**src/rtl/scoreboard_pkg.sv**
```systemverilog
// Shared encodings and default tuning constants for the scoreboard rally controller.
package scoreboard_pkg;

    typedef enum logic [2:0] {
        IDLE      = 3'd0,
        GRANT     = 3'd1,
        SETTLE    = 3'd2,
        CHECK     = 3'd3,
        LOCKOUT   = 3'd4,
        GAME_OVER = 3'd5
    } state_e;

    typedef enum logic [1:0] {
        WIN_NONE = 2'b00,
        WIN_P1   = 2'b01,
        WIN_P2   = 2'b10
    } winner_e;

    localparam int unsigned DEF_SCORE_W         = 8;
    localparam int unsigned DEF_DEBOUNCE_CYCLES = 16;
    localparam int unsigned DEF_LOCKOUT_CYCLES  = 32;
    localparam int unsigned DEF_WIN_SCORE       = 11;
    localparam int unsigned DEF_WIN_MARGIN      = 2;

endpackage

```
**src/rtl/button_debouncer.sv**
```systemverilog
// Two-flop synchronizer, stable-level debounce counter and registered rising-edge press pulse.
module button_debouncer #(
    parameter int unsigned DEBOUNCE_CYCLES = 16
) (
    input  logic clk_i,
    input  logic rst_ni,
    input  logic btn_i,
    output logic press_o
);

    localparam int unsigned CNT_W = (DEBOUNCE_CYCLES < 2) ? 1 : $clog2(DEBOUNCE_CYCLES + 1);
    localparam logic [CNT_W-1:0] CNT_LAST = CNT_W'(DEBOUNCE_CYCLES - 1);

    logic             sync1_q;
    logic             sync2_q;
    logic             level_q;
    logic             press_q;
    logic [CNT_W-1:0] cnt_q;

    always_ff @(posedge clk_i or negedge rst_ni) begin
        if (!rst_ni) begin
            sync1_q <= 1'b0;
            sync2_q <= 1'b0;
            level_q <= 1'b0;
            press_q <= 1'b0;
            cnt_q   <= '0;
        end else begin
            sync1_q <= btn_i;
            sync2_q <= sync1_q;
            press_q <= 1'b0;
            // Any cycle where the input agrees with the accepted level restarts the run.
            if (sync2_q == level_q) begin
                cnt_q <= '0;
            end else if (cnt_q == CNT_LAST) begin
                level_q <= sync2_q;
                press_q <= sync2_q;
                cnt_q   <= '0;
            end else begin
                cnt_q <= cnt_q + CNT_W'(1);
            end
        end
    end

    assign press_o = press_q;

endmodule

```
**src/rtl/scoreboard_point_arbiter.sv**
```systemverilog
// Rally controller: debounced button arbitration, one increment strobe per point,
// post-point lockout and match-rule evaluation against the datapath scores.
module scoreboard_point_arbiter
    import scoreboard_pkg::*;
#(
    parameter int unsigned SCORE_W         = DEF_SCORE_W,
    parameter int unsigned DEBOUNCE_CYCLES = DEF_DEBOUNCE_CYCLES,
    parameter int unsigned LOCKOUT_CYCLES  = DEF_LOCKOUT_CYCLES,
    parameter int unsigned WIN_SCORE       = DEF_WIN_SCORE,
    parameter int unsigned WIN_MARGIN      = DEF_WIN_MARGIN
) (
    input  logic               clk_i,
    input  logic               rst_ni,
    input  logic               p1_button_i,
    input  logic               p2_button_i,
    input  logic               new_game_i,
    input  logic [SCORE_W-1:0] p1_score_i,
    input  logic [SCORE_W-1:0] p2_score_i,
    output logic               p1_inc_o,
    output logic               p2_inc_o,
    output logic               clear_o,
    output logic               game_over_o,
    output logic [1:0]         winner_o,
    output logic [2:0]         state_o
);

    localparam int unsigned SW1    = SCORE_W + 1;
    localparam int unsigned LOCK_W = (LOCKOUT_CYCLES < 2) ? 1 : $clog2(LOCKOUT_CYCLES + 1);
    localparam logic [LOCK_W-1:0] LOCK_LAST    = LOCK_W'(LOCKOUT_CYCLES - 1);
    localparam logic [SCORE_W:0]  WIN_SCORE_X  = SW1'(WIN_SCORE);
    localparam logic [SCORE_W:0]  WIN_MARGIN_X = SW1'(WIN_MARGIN);

    // Widened subtraction keeps a trailing player's difference negative instead of wrapping.
    function automatic logic wins(input logic [SCORE_W-1:0] me, input logic [SCORE_W-1:0] other);
        logic [SCORE_W:0] diff;
        diff = {1'b0, me} - {1'b0, other};
        return ({1'b0, me} >= WIN_SCORE_X) && !diff[SCORE_W] && (diff >= WIN_MARGIN_X);
    endfunction

    logic p1_press, p2_press;

    button_debouncer #(.DEBOUNCE_CYCLES(DEBOUNCE_CYCLES)) u_deb_p1 (
        .clk_i   (clk_i),
        .rst_ni  (rst_ni),
        .btn_i   (p1_button_i),
        .press_o (p1_press)
    );

    button_debouncer #(.DEBOUNCE_CYCLES(DEBOUNCE_CYCLES)) u_deb_p2 (
        .clk_i   (clk_i),
        .rst_ni  (rst_ni),
        .btn_i   (p2_button_i),
        .press_o (p2_press)
    );

    state_e            state_q;
    winner_e           winner_q;
    logic [LOCK_W-1:0] lock_cnt_q;
    logic              pend1_q, pend2_q;
    logic              prio_q;
    logic              ng_prev_q;
    logic              p1_inc_q, p2_inc_q, clear_q, game_over_q;

    logic ng_rise, accept_press, grant_p2, grant_sat;

    assign ng_rise      = new_game_i & ~ng_prev_q;
    assign accept_press = (state_q == IDLE) || (state_q == GRANT) ||
                          (state_q == SETTLE) || (state_q == CHECK);
    // prio_q = 1 prefers player 2 when both flags are pending.
    assign grant_p2     = pend2_q & (~pend1_q | prio_q);
    assign grant_sat    = grant_p2 ? (&p2_score_i) : (&p1_score_i);

    always_ff @(posedge clk_i or negedge rst_ni) begin
        if (!rst_ni) begin
            state_q     <= IDLE;
            winner_q    <= WIN_NONE;
            lock_cnt_q  <= '0;
            pend1_q     <= 1'b0;
            pend2_q     <= 1'b0;
            prio_q      <= 1'b0;
            ng_prev_q   <= 1'b0;
            p1_inc_q    <= 1'b0;
            p2_inc_q    <= 1'b0;
            clear_q     <= 1'b0;
            game_over_q <= 1'b0;
        end else begin
            ng_prev_q <= new_game_i;
            p1_inc_q  <= 1'b0;
            p2_inc_q  <= 1'b0;
            clear_q   <= 1'b0;
            if (ng_rise) begin
                clear_q     <= 1'b1;
                state_q     <= IDLE;
                winner_q    <= WIN_NONE;
                game_over_q <= 1'b0;
                lock_cnt_q  <= '0;
                pend1_q     <= 1'b0;
                pend2_q     <= 1'b0;
                prio_q      <= 1'b0;
            end else begin
                if (accept_press && p1_press) pend1_q <= 1'b1;
                if (accept_press && p2_press) pend2_q <= 1'b1;
                case (state_q)
                    IDLE: begin
                        if (pend1_q || pend2_q) begin
                            if (grant_p2) pend2_q <= 1'b0;
                            else          pend1_q <= 1'b0;
                            prio_q <= ~grant_p2;
                            // A saturated counter cannot take another point: drop the request silently.
                            if (!grant_sat) begin
                                p1_inc_q <= ~grant_p2;
                                p2_inc_q <= grant_p2;
                                state_q  <= GRANT;
                            end
                        end
                    end
                    GRANT:  state_q <= SETTLE;
                    SETTLE: state_q <= CHECK;
                    CHECK: begin
                        if (wins(p1_score_i, p2_score_i)) begin
                            winner_q    <= WIN_P1;
                            game_over_q <= 1'b1;
                            state_q     <= GAME_OVER;
                        end else if (wins(p2_score_i, p1_score_i)) begin
                            winner_q    <= WIN_P2;
                            game_over_q <= 1'b1;
                            state_q     <= GAME_OVER;
                        end else begin
                            lock_cnt_q <= '0;
                            pend1_q    <= 1'b0;
                            pend2_q    <= 1'b0;
                            state_q    <= LOCKOUT;
                        end
                    end
                    LOCKOUT: begin
                        if (lock_cnt_q == LOCK_LAST) state_q <= IDLE;
                        else lock_cnt_q <= lock_cnt_q + LOCK_W'(1);
                    end
                    GAME_OVER: state_q <= GAME_OVER;
                    default:   state_q <= IDLE;
                endcase
            end
        end
    end

    assign p1_inc_o    = p1_inc_q;
    assign p2_inc_o    = p2_inc_q;
    assign clear_o     = clear_q;
    assign game_over_o = game_over_q;
    assign winner_o    = winner_q;
    assign state_o     = state_q;

endmodule

```
**config.mk**
```make
export PLATFORM = sky130hd
export DESIGN_NAME = scoreboard_point_arbiter
export DESIGN_NICKNAME = d
export VERILOG_FILES = /design/src/rtl/scoreboard_pkg.sv /design/src/rtl/button_debouncer.sv /design/src/rtl/scoreboard_point_arbiter.sv
export SDC_FILE = /design/constraint.sdc
export NUM_CORES = 1
export LEC_CHECK = 0
export ABC_AREA = 1
export CORE_MARGIN = 1
export CORE_UTILIZATION = 40
export CTS_BUF_LIST = sky130_fd_sc_hd__clkbuf_2
export DETAILED_ROUTE_END_ITERATION = 7
export GPL_ROUTABILITY_DRIVEN = 1
export GPL_TIMING_DRIVEN = 0
export PLACE_DENSITY = 0.66
export SLEW_MARGIN = 40
export SYNTH_ARGS = -nofsm -noshare
export SYNTH_HDL_FRONTEND = slang
export SYNTH_HIERARCHICAL = 1
export SYNTH_SLANG_ARGS = --single-unit
```
**constraint.sdc**
```tcl
create_clock -name clk_i -period 3.8 [get_ports clk_i]
set_clock_uncertainty 0.2 [all_clocks]
set_input_delay 0.95 -clock clk_i [delete_from_list [all_inputs] [get_ports clk_i]]
set_output_delay 0.95 -clock clk_i [all_outputs]
set_load 0.01 [all_outputs]
```
Word-level counts from Yosys, hierarchy flattened

Index checks and enable logic that the tools add are counted.

Reduce and logical (&&, ||, !) cells: 26
Eq/ne operators: 16
Add/subtract/negate cells: 5
Mux-type cells: 55
Order comparisons: 4
Bitwise gates (word level): 8

Operators with widths:

| kind                                                | count |
|---|---|
| 2-to-1 mux 1 bit                                    | 35 |
| 2-to-1 mux 6 bit                                    | 4 |
| 2-to-1 mux 5 bit                                    | 4 |
| >= comparator 9 x 2 -> 1 bit, second input constant | 2 |
| one-hot mux 3 bit (6 select lines)                  | 1 |
| subtractor 8 x 8 -> 9 bit                           | 2 |
| >= comparator 8 x 4 -> 1 bit, second input constant | 2 |
| AND reduction 8 bit                                 | 2 |
| inequality test 3 bit, second input constant        | 5 |
| 2-to-1 mux 3 bit                                    | 4 |
| one-hot mux 6 bit (2 select lines)                  | 1 |
| adder 5 x 1 -> 5 bit, second input constant         | 2 |
| equality test 5 x 4 -> 1 bit, second input constant | 2 |
| 2-to-1 mux 2 bit                                    | 4 |
| AND reduction 2 bit                                 | 4 |
| adder 6 x 1 -> 6 bit, second input constant         | 1 |
| equality test 3 x 2 -> 1 bit, second input constant | 2 |
| equality test 3 bit, second input constant          | 2 |
| equality test 6 x 5 -> 1 bit, second input constant | 1 |
| logical AND 1 bit                                   | 6 |
| nonzero test 2 bit                                  | 3 |
| nonzero test 3 bit                                  | 2 |
| inverter 1 bit                                      | 5 |
| logical OR 1 bit                                    | 4 |
| 10 further kinds                                    | 14 |

Register bits: 37
Logic and storage cells: 135

Longest topological paths before layout

Word-level depth: 10
Gate-level depth with buffers: 18
Depth with buffers taken out: 17

By module

Netlist, hierarchy kept.

Modules (own cells, without submodules):

| module                   | cells an instance | area each (um2) | sequential area each (um2) | times used |
|---|---|---|---|---|
| scoreboard_point_arbiter | 290               | 1944.4          | 475.5                      | 1 |
| button_debouncer         | 38                | 355.3           | 225.2                      | 2 |

Worst setup path before layout

Ideal clock, no wire load.

Kind: input to register
From: input port p1_score_i[0]
To: register winner_q[0], in the netlist winner_o[0]
Stages: 15
Slack: 1.011 ns
Path buffers: 0
Data required time: 3.481 ns
Arrival: 2.470 ns
Path through: inv_1 ha_1 inv_1 fa_1 or2_2 nand2_1 a21oi_1 nand2_1 nor2_1 nand2_1 nand2_2 nand2_2 nand2_4 nand3_1 nand2_1

Longest elaborated chain between the ends: 7
Elaborated cells between the ends (all ways): 16
Those cells by class: 2 x add/sub; 3 x order compare; 3 x mux; 8 x reduce/logical

Ends and longest elaborated chain:

| what                                                                              | RTL line                        | text |
|---|---|---|
| from (decl)                                                                       | scoreboard_point_arbiter.sv:17  | `input logic [SCORE_W-1:0] p1_score_i,` |
| parallel branches: the longest is 7 deep, another holds subtractor 8 x 8 -> 9 bit | -                               |  |
| to (signal assigned)                                                              | scoreboard_point_arbiter.sv:94  | `winner_q <= WIN_NONE;` |
| to (signal assigned)                                                              | scoreboard_point_arbiter.sv:121 | `winner_q <= WIN_P1;` |
| to (signal assigned)                                                              | scoreboard_point_arbiter.sv:125 | `winner_q <= WIN_P2;` |
| to (decl)                                                                         | scoreboard_point_arbiter.sv:57  | `winner_e winner_q;` |

Parallel ways; which one is timed is not known. The select of a mux whose other input is x is not followed.
A chain may end at the register's enable or synchronous reset.

Final worst setup path

From: input port p1_score_i[0]
To: register pend1_q

Longest elaborated chain between the ends: 8
Elaborated cells between the ends (all ways): 15
Those cells by class: 2 x add/sub; 3 x order compare; 4 x mux; 6 x reduce/logical

Ends and longest elaborated chain:

| what                                                                              | RTL line                        | text |
|---|---|---|
| parallel branches: the longest is 5 deep, another holds subtractor 8 x 8 -> 9 bit | -                               |  |
| 2-to-1 mux 1 bit *                                                                | scoreboard_point_arbiter.sv:120 | `if (wins(p1_score_i, p2_score_i)) begin` |
| one-hot mux 1 bit (2 select lines) *                                              | scoreboard_point_arbiter.sv:103 | `case (state_q)` |
| 2-to-1 mux 1 bit *                                                                | scoreboard_point_arbiter.sv:91  | `if (ng_rise) begin` |
| to (signal assigned)                                                              | scoreboard_point_arbiter.sv:97  | `pend1_q <= 1'b0;` |
| to (signal assigned)                                                              | scoreboard_point_arbiter.sv:101 | `if (accept_press && p1_press) pend1_q <= 1'b1;` |
| to (signal assigned)                                                              | scoreboard_point_arbiter.sv:107 | `else pend1_q <= 1'b0;` |
| to (decl)                                                                         | scoreboard_point_arbiter.sv:59  | `logic pend1_q, pend2_q;` |

Mark *: on every way between the ends.

==> flow_summary.yaml <==
placement:
  count_of_buffers_from_port_buffering: 29
  finalWeightedCongestion: 0.907
  dp.final_hpwl_mm: 4.46
global_routing:
  grt_usage: 0.171
  first_global_vias: 2269
  grt_antenna_before_repair: 0
  grt_remaining_overflow: 0
  grt_start_max_net_pins: 27
  grt_pass1_wl_mm: 9.71
floorplan:
  floorplan.die.width_um: 83.5
  floorplan.die_area_um2: 6970
  chipHeight_um: 83.5
  initial_core_util: 0.416
  io_pins: 30
  core_area_um2: 6390
  placementRows: 29
worst_setup_path:
  timing.critical_path.slowest_stage_cell: "sky130_fd_sc_hd__clkdlybuf4s50_1"
  cpPeakStageDelay_ns: 0.51
  cp_cell_sequence: "clkdlybuf4s50_1, inv_1, ha_1, inv_1, fa_1, a21oi_1, nand2_1, a21oi_1, nand2_1, nor2_1, nand2_1, nand2_2, nand2_2, nand2_4, nand3_2, nand2_1, inv_1"
  crit_fanout: 6
  timing.critical_path.mode_cell: "sky130_fd_sc_hd__nand2_1"
  worst-r2r-setup-slack_ns: 1.82
  worstSetupEndpointType: "flop"
  cell_family_with_most_cp_delay: "simple AND/OR/NAND/NOR gates"
  cp.buffers_inverters: 4
  path_class: "in -> reg"
  start_kind: "input port"
  cp.arrival_ns: 3.29
  cp_data_required_time_ns: 3.91
cts:
  cts_resized: 0
  cts.htree.levels: 2
  cts_max_path_buffers: 2
  clkSinkCount: 37
  clock_latency_ns: 0.40
  cts_hold_repair.buffers: 0
  cts_root_buf: "sky130_fd_sc_hd__clkbuf_2"
  postCtsSetupRepairBufs: 0
  tritoncts: "built"
  clkTransAtPathRegs_ns: 0.19
  cts_buffers: 5
logic_synthesis:
  synth_seq_cells: 37
  post_syn_area_um2: 2660
  number_of_warning_messages_in_the_yosys_log: 6
  netlist-cell-type-count: 32
  synthesis.instances: 366
  postSynthNetCount: 408
  yosysSeqAreaShare: 0.349
  postSynthAreaPerCell_um2: 7.25
cells_and_area:
  antenna-diode-count: 0
  layout-drive-gt1-share: 0.0891
  nets: 445
  syn2layout_area_growth_pct: 16.7
  final_cell_utilization_of_the_core: 0.485
timing:
  period_share: 0.835
  max-slew-margin-rel: 0.498
  setup_viol: 0
  timing_worst_slew_pin_value_ns: 0.748
  fmaxAchievable_ghz: 0.315
  rsz0062_at_grt: "no"
  timing.setup.tns_ns: 0
  finalMaxSlewViolations: 0
  final_period_minus_worst_setup_slack_ns: 3.17
  final-hold-violation-count: 0
route:
  avgViaCountPerCell: 4.91
  postRouteWirelength_mm: 5.53
  via_count: 2362
  drt_iter0_drc: 137
  postRouteAntennaNets: 0
  detail_route.first_pass.iterations: 4
  route.detailed.drc: 0
  post_drt_wl_per_cell_um: 11.5
worst_hold_path:
  hp-class: "reg -> reg"
power:
  ir_worst_vdd_mv: 0.209
  static_leak_nw: 1.65
  pwr_density_cell_nw_per_um2: 337
flow_run:
  timing.max_cap.violations: 0
run_status:
  status: "complete, no violations"
-- cell usage after synthesis --
cell,number,share of area
sky130_fd_sc_hd__nor4_1,1,0.0024
sky130_fd_sc_hd__a31o_2,1,0.0033
sky130_fd_sc_hd__buf_6,2,0.0085
sky130_fd_sc_hd__ha_1,19,0.090
sky130_fd_sc_hd__nand3_1,29,0.055
sky130_fd_sc_hd__xor2_1,2,0.0066
sky130_fd_sc_hd__fa_1,2,0.015
sky130_fd_sc_hd__o211ai_1,1,0.0028
sky130_fd_sc_hd__nand2_2,5,0.012
sky130_fd_sc_hd__a21oi_1,14,0.026
sky130_fd_sc_hd__o41ai_1,2,0.0066
sky130_fd_sc_hd__nand4_1,14,0.033
sky130_fd_sc_hd__inv_1,68,0.096
sky130_fd_sc_hd__dfrtp_1,37,0.35
sky130_fd_sc_hd__a22oi_2,2,0.0094
sky130_fd_sc_hd__or2_2,2,0.0047
sky130_fd_sc_hd__buf_4,1,0.0028
sky130_fd_sc_hd__clkinv_1,1,0.0014
sky130_fd_sc_hd__a22oi_4,1,0.0080
sky130_fd_sc_hd__nor2_2,1,0.0024
sky130_fd_sc_hd__nor3_1,1,0.0019
sky130_fd_sc_hd__nand2_4,2,0.0085
sky130_fd_sc_hd__nand3_2,5,0.019
sky130_fd_sc_hd__o22ai_1,1,0.0024
sky130_fd_sc_hd__nor2_4,1,0.0042
sky130_fd_sc_hd__o21ai_0,4,0.0075
sky130_fd_sc_hd__nor2_1,35,0.049
sky130_fd_sc_hd__nand2_1,103,0.15
sky130_fd_sc_hd__xnor2_1,2,0.0066
sky130_fd_sc_hd__o21ai_1,4,0.0075
sky130_fd_sc_hd__a21oi_2,2,0.0066
sky130_fd_sc_hd__nand3_4,1,0.0066
-- path summary, 6_finish.rpt --
| path | startpoint | endpoint | cells past startpoint |
|---|---|---|---|
| worst max-delay path | p1_score_i[0] | pend1_q | 17 |
| worst min-delay path | u_deb_p2/sync1_q | u_deb_p2/sync2_q | 0 |
| worst max register to register | lock_cnt_q[0] | lock_cnt_q[5] | 9 |
| worst min register to register | u_deb_p2/sync1_q | u_deb_p2/sync2_q | 0 |
| max in group asynchronous | rst_ni | p2_inc_o | 2 |
| min in group asynchronous | rst_ni | lock_cnt_q[2] | 1 |
-- worst reg2reg max path: cells and delay by family, from the launching register on --
family / cells / cell delay (ns)
simple gates: 5 / 0.65
flops: 1 / 0.45
compound gates: 2 / 0.35
fa+ha+maj: 1 / 0.20
buf+inv: 1 / 0.06
-- per-stage QoR --
step           hold WS, ns  worst slack [ns]  area (um2)  total power, W  std cells
3_5_place_dp         0.139             0.174        3060        0.000874        473
2_1_floorplan        0.131              1.01        2660        0.000733        366
6_report             0.176             0.625        3100         0.00104        481
4_1_cts              0.181             0.622        3100         0.00105        481
5_1_grt              0.173             0.452        3100         0.00113        481
3_3_place_gp         0.135             0.227        3040        0.000864        472
-- final cells by class --
| class | instances | area [um2] |
|---|---|---|
| buffer | 3 | 30.0 |
| inverter | 69 | 259 |
| fill | 651 | 3290 |
| clock inverter | 3 | 17.5 |
| timing repair buffer | 30 | 305 |
| multi-input combinational | 257 | 1440 |
| sequential | 37 | 926 |
| tap | 77 | 96.3 |
| clock buffer | 5 | 25.0 |
-- kinds of logic (layout without fill, tap and decap cells) --
group / count (synthesis) / after routing / share of synthesized area
compound gates: 32 / 32 / 0.0806
xor+xnor: 4 / 4 / 0.0132
fa+ha+maj: 21 / 21 / 0.105
buf+inv: 72 / 110 / 0.109
flops: 37 / 37 / 0.349
simple gates: 200 / 200 / 0.344
-- cells in the final DEF, fill, tap and decap left out, types with 2 or more instances in the layout --
cell type / netlist / layout
sky130_fd_sc_hd__nand3_1: 29 / 29
sky130_fd_sc_hd__xnor2_1: 2 / 2
sky130_fd_sc_hd__ha_1: 19 / 19
sky130_fd_sc_hd__xor2_1: 2 / 2
sky130_fd_sc_hd__nand2_2: 5 / 5
sky130_fd_sc_hd__inv_1: 68 / 68
sky130_fd_sc_hd__dfrtp_1: 37 / 37
sky130_fd_sc_hd__o41ai_1: 2 / 2
sky130_fd_sc_hd__clkdlybuf4s50_1: 0 / 28
sky130_fd_sc_hd__a21oi_2: 2 / 2
sky130_fd_sc_hd__nand2_1: 103 / 103
sky130_fd_sc_hd__fa_1: 2 / 2
sky130_fd_sc_hd__a22oi_2: 2 / 2
sky130_fd_sc_hd__nand3_2: 5 / 5
sky130_fd_sc_hd__o21ai_0: 4 / 4
sky130_fd_sc_hd__nand2_4: 2 / 2
sky130_fd_sc_hd__o21ai_1: 4 / 4
sky130_fd_sc_hd__a21oi_1: 14 / 14
sky130_fd_sc_hd__buf_6: 2 / 2
sky130_fd_sc_hd__nor2_1: 35 / 35
sky130_fd_sc_hd__clkinv_2: 0 / 2
sky130_fd_sc_hd__or2_2: 2 / 2
sky130_fd_sc_hd__clkbuf_2: 0 / 5
sky130_fd_sc_hd__nand4_1: 14 / 14
-- power breakdown --
| part | internal [W] | total (W) | switching, W | leakage (nW) |
|---|---|---|---|---|
| Combinational | 0.000166 | 0.000408 | 0.000242 | 1.13 |
| Clock | 0.0000429 | 0.000177 | 0.000135 | 0.0287 |
| Sequential | 0.000426 | 0.000458 | 0.0000317 | 0.495 |
| Total | 0.000635 | 0.00104 | 0.000408 | 1.65 |
-- state kept, by name (all words and copies together) (netlist names), 2 cells and up --
signal and cells:
u_deb_p2/cnt_q 5, winner_o 2, state_o 3, lock_cnt_q 6, u_deb_p1/cnt_q 5
-- layer usage --
layer	vias up	part of all wire	GRT usage
li1	1232	-	-
met1	1089	0.46	0.215
met2	32	0.48	0.293
met3	9	0.036	0.0317
met4	0	0.018	0.0616
met5	-	0	0
Power figures use the tool's default switching activity.
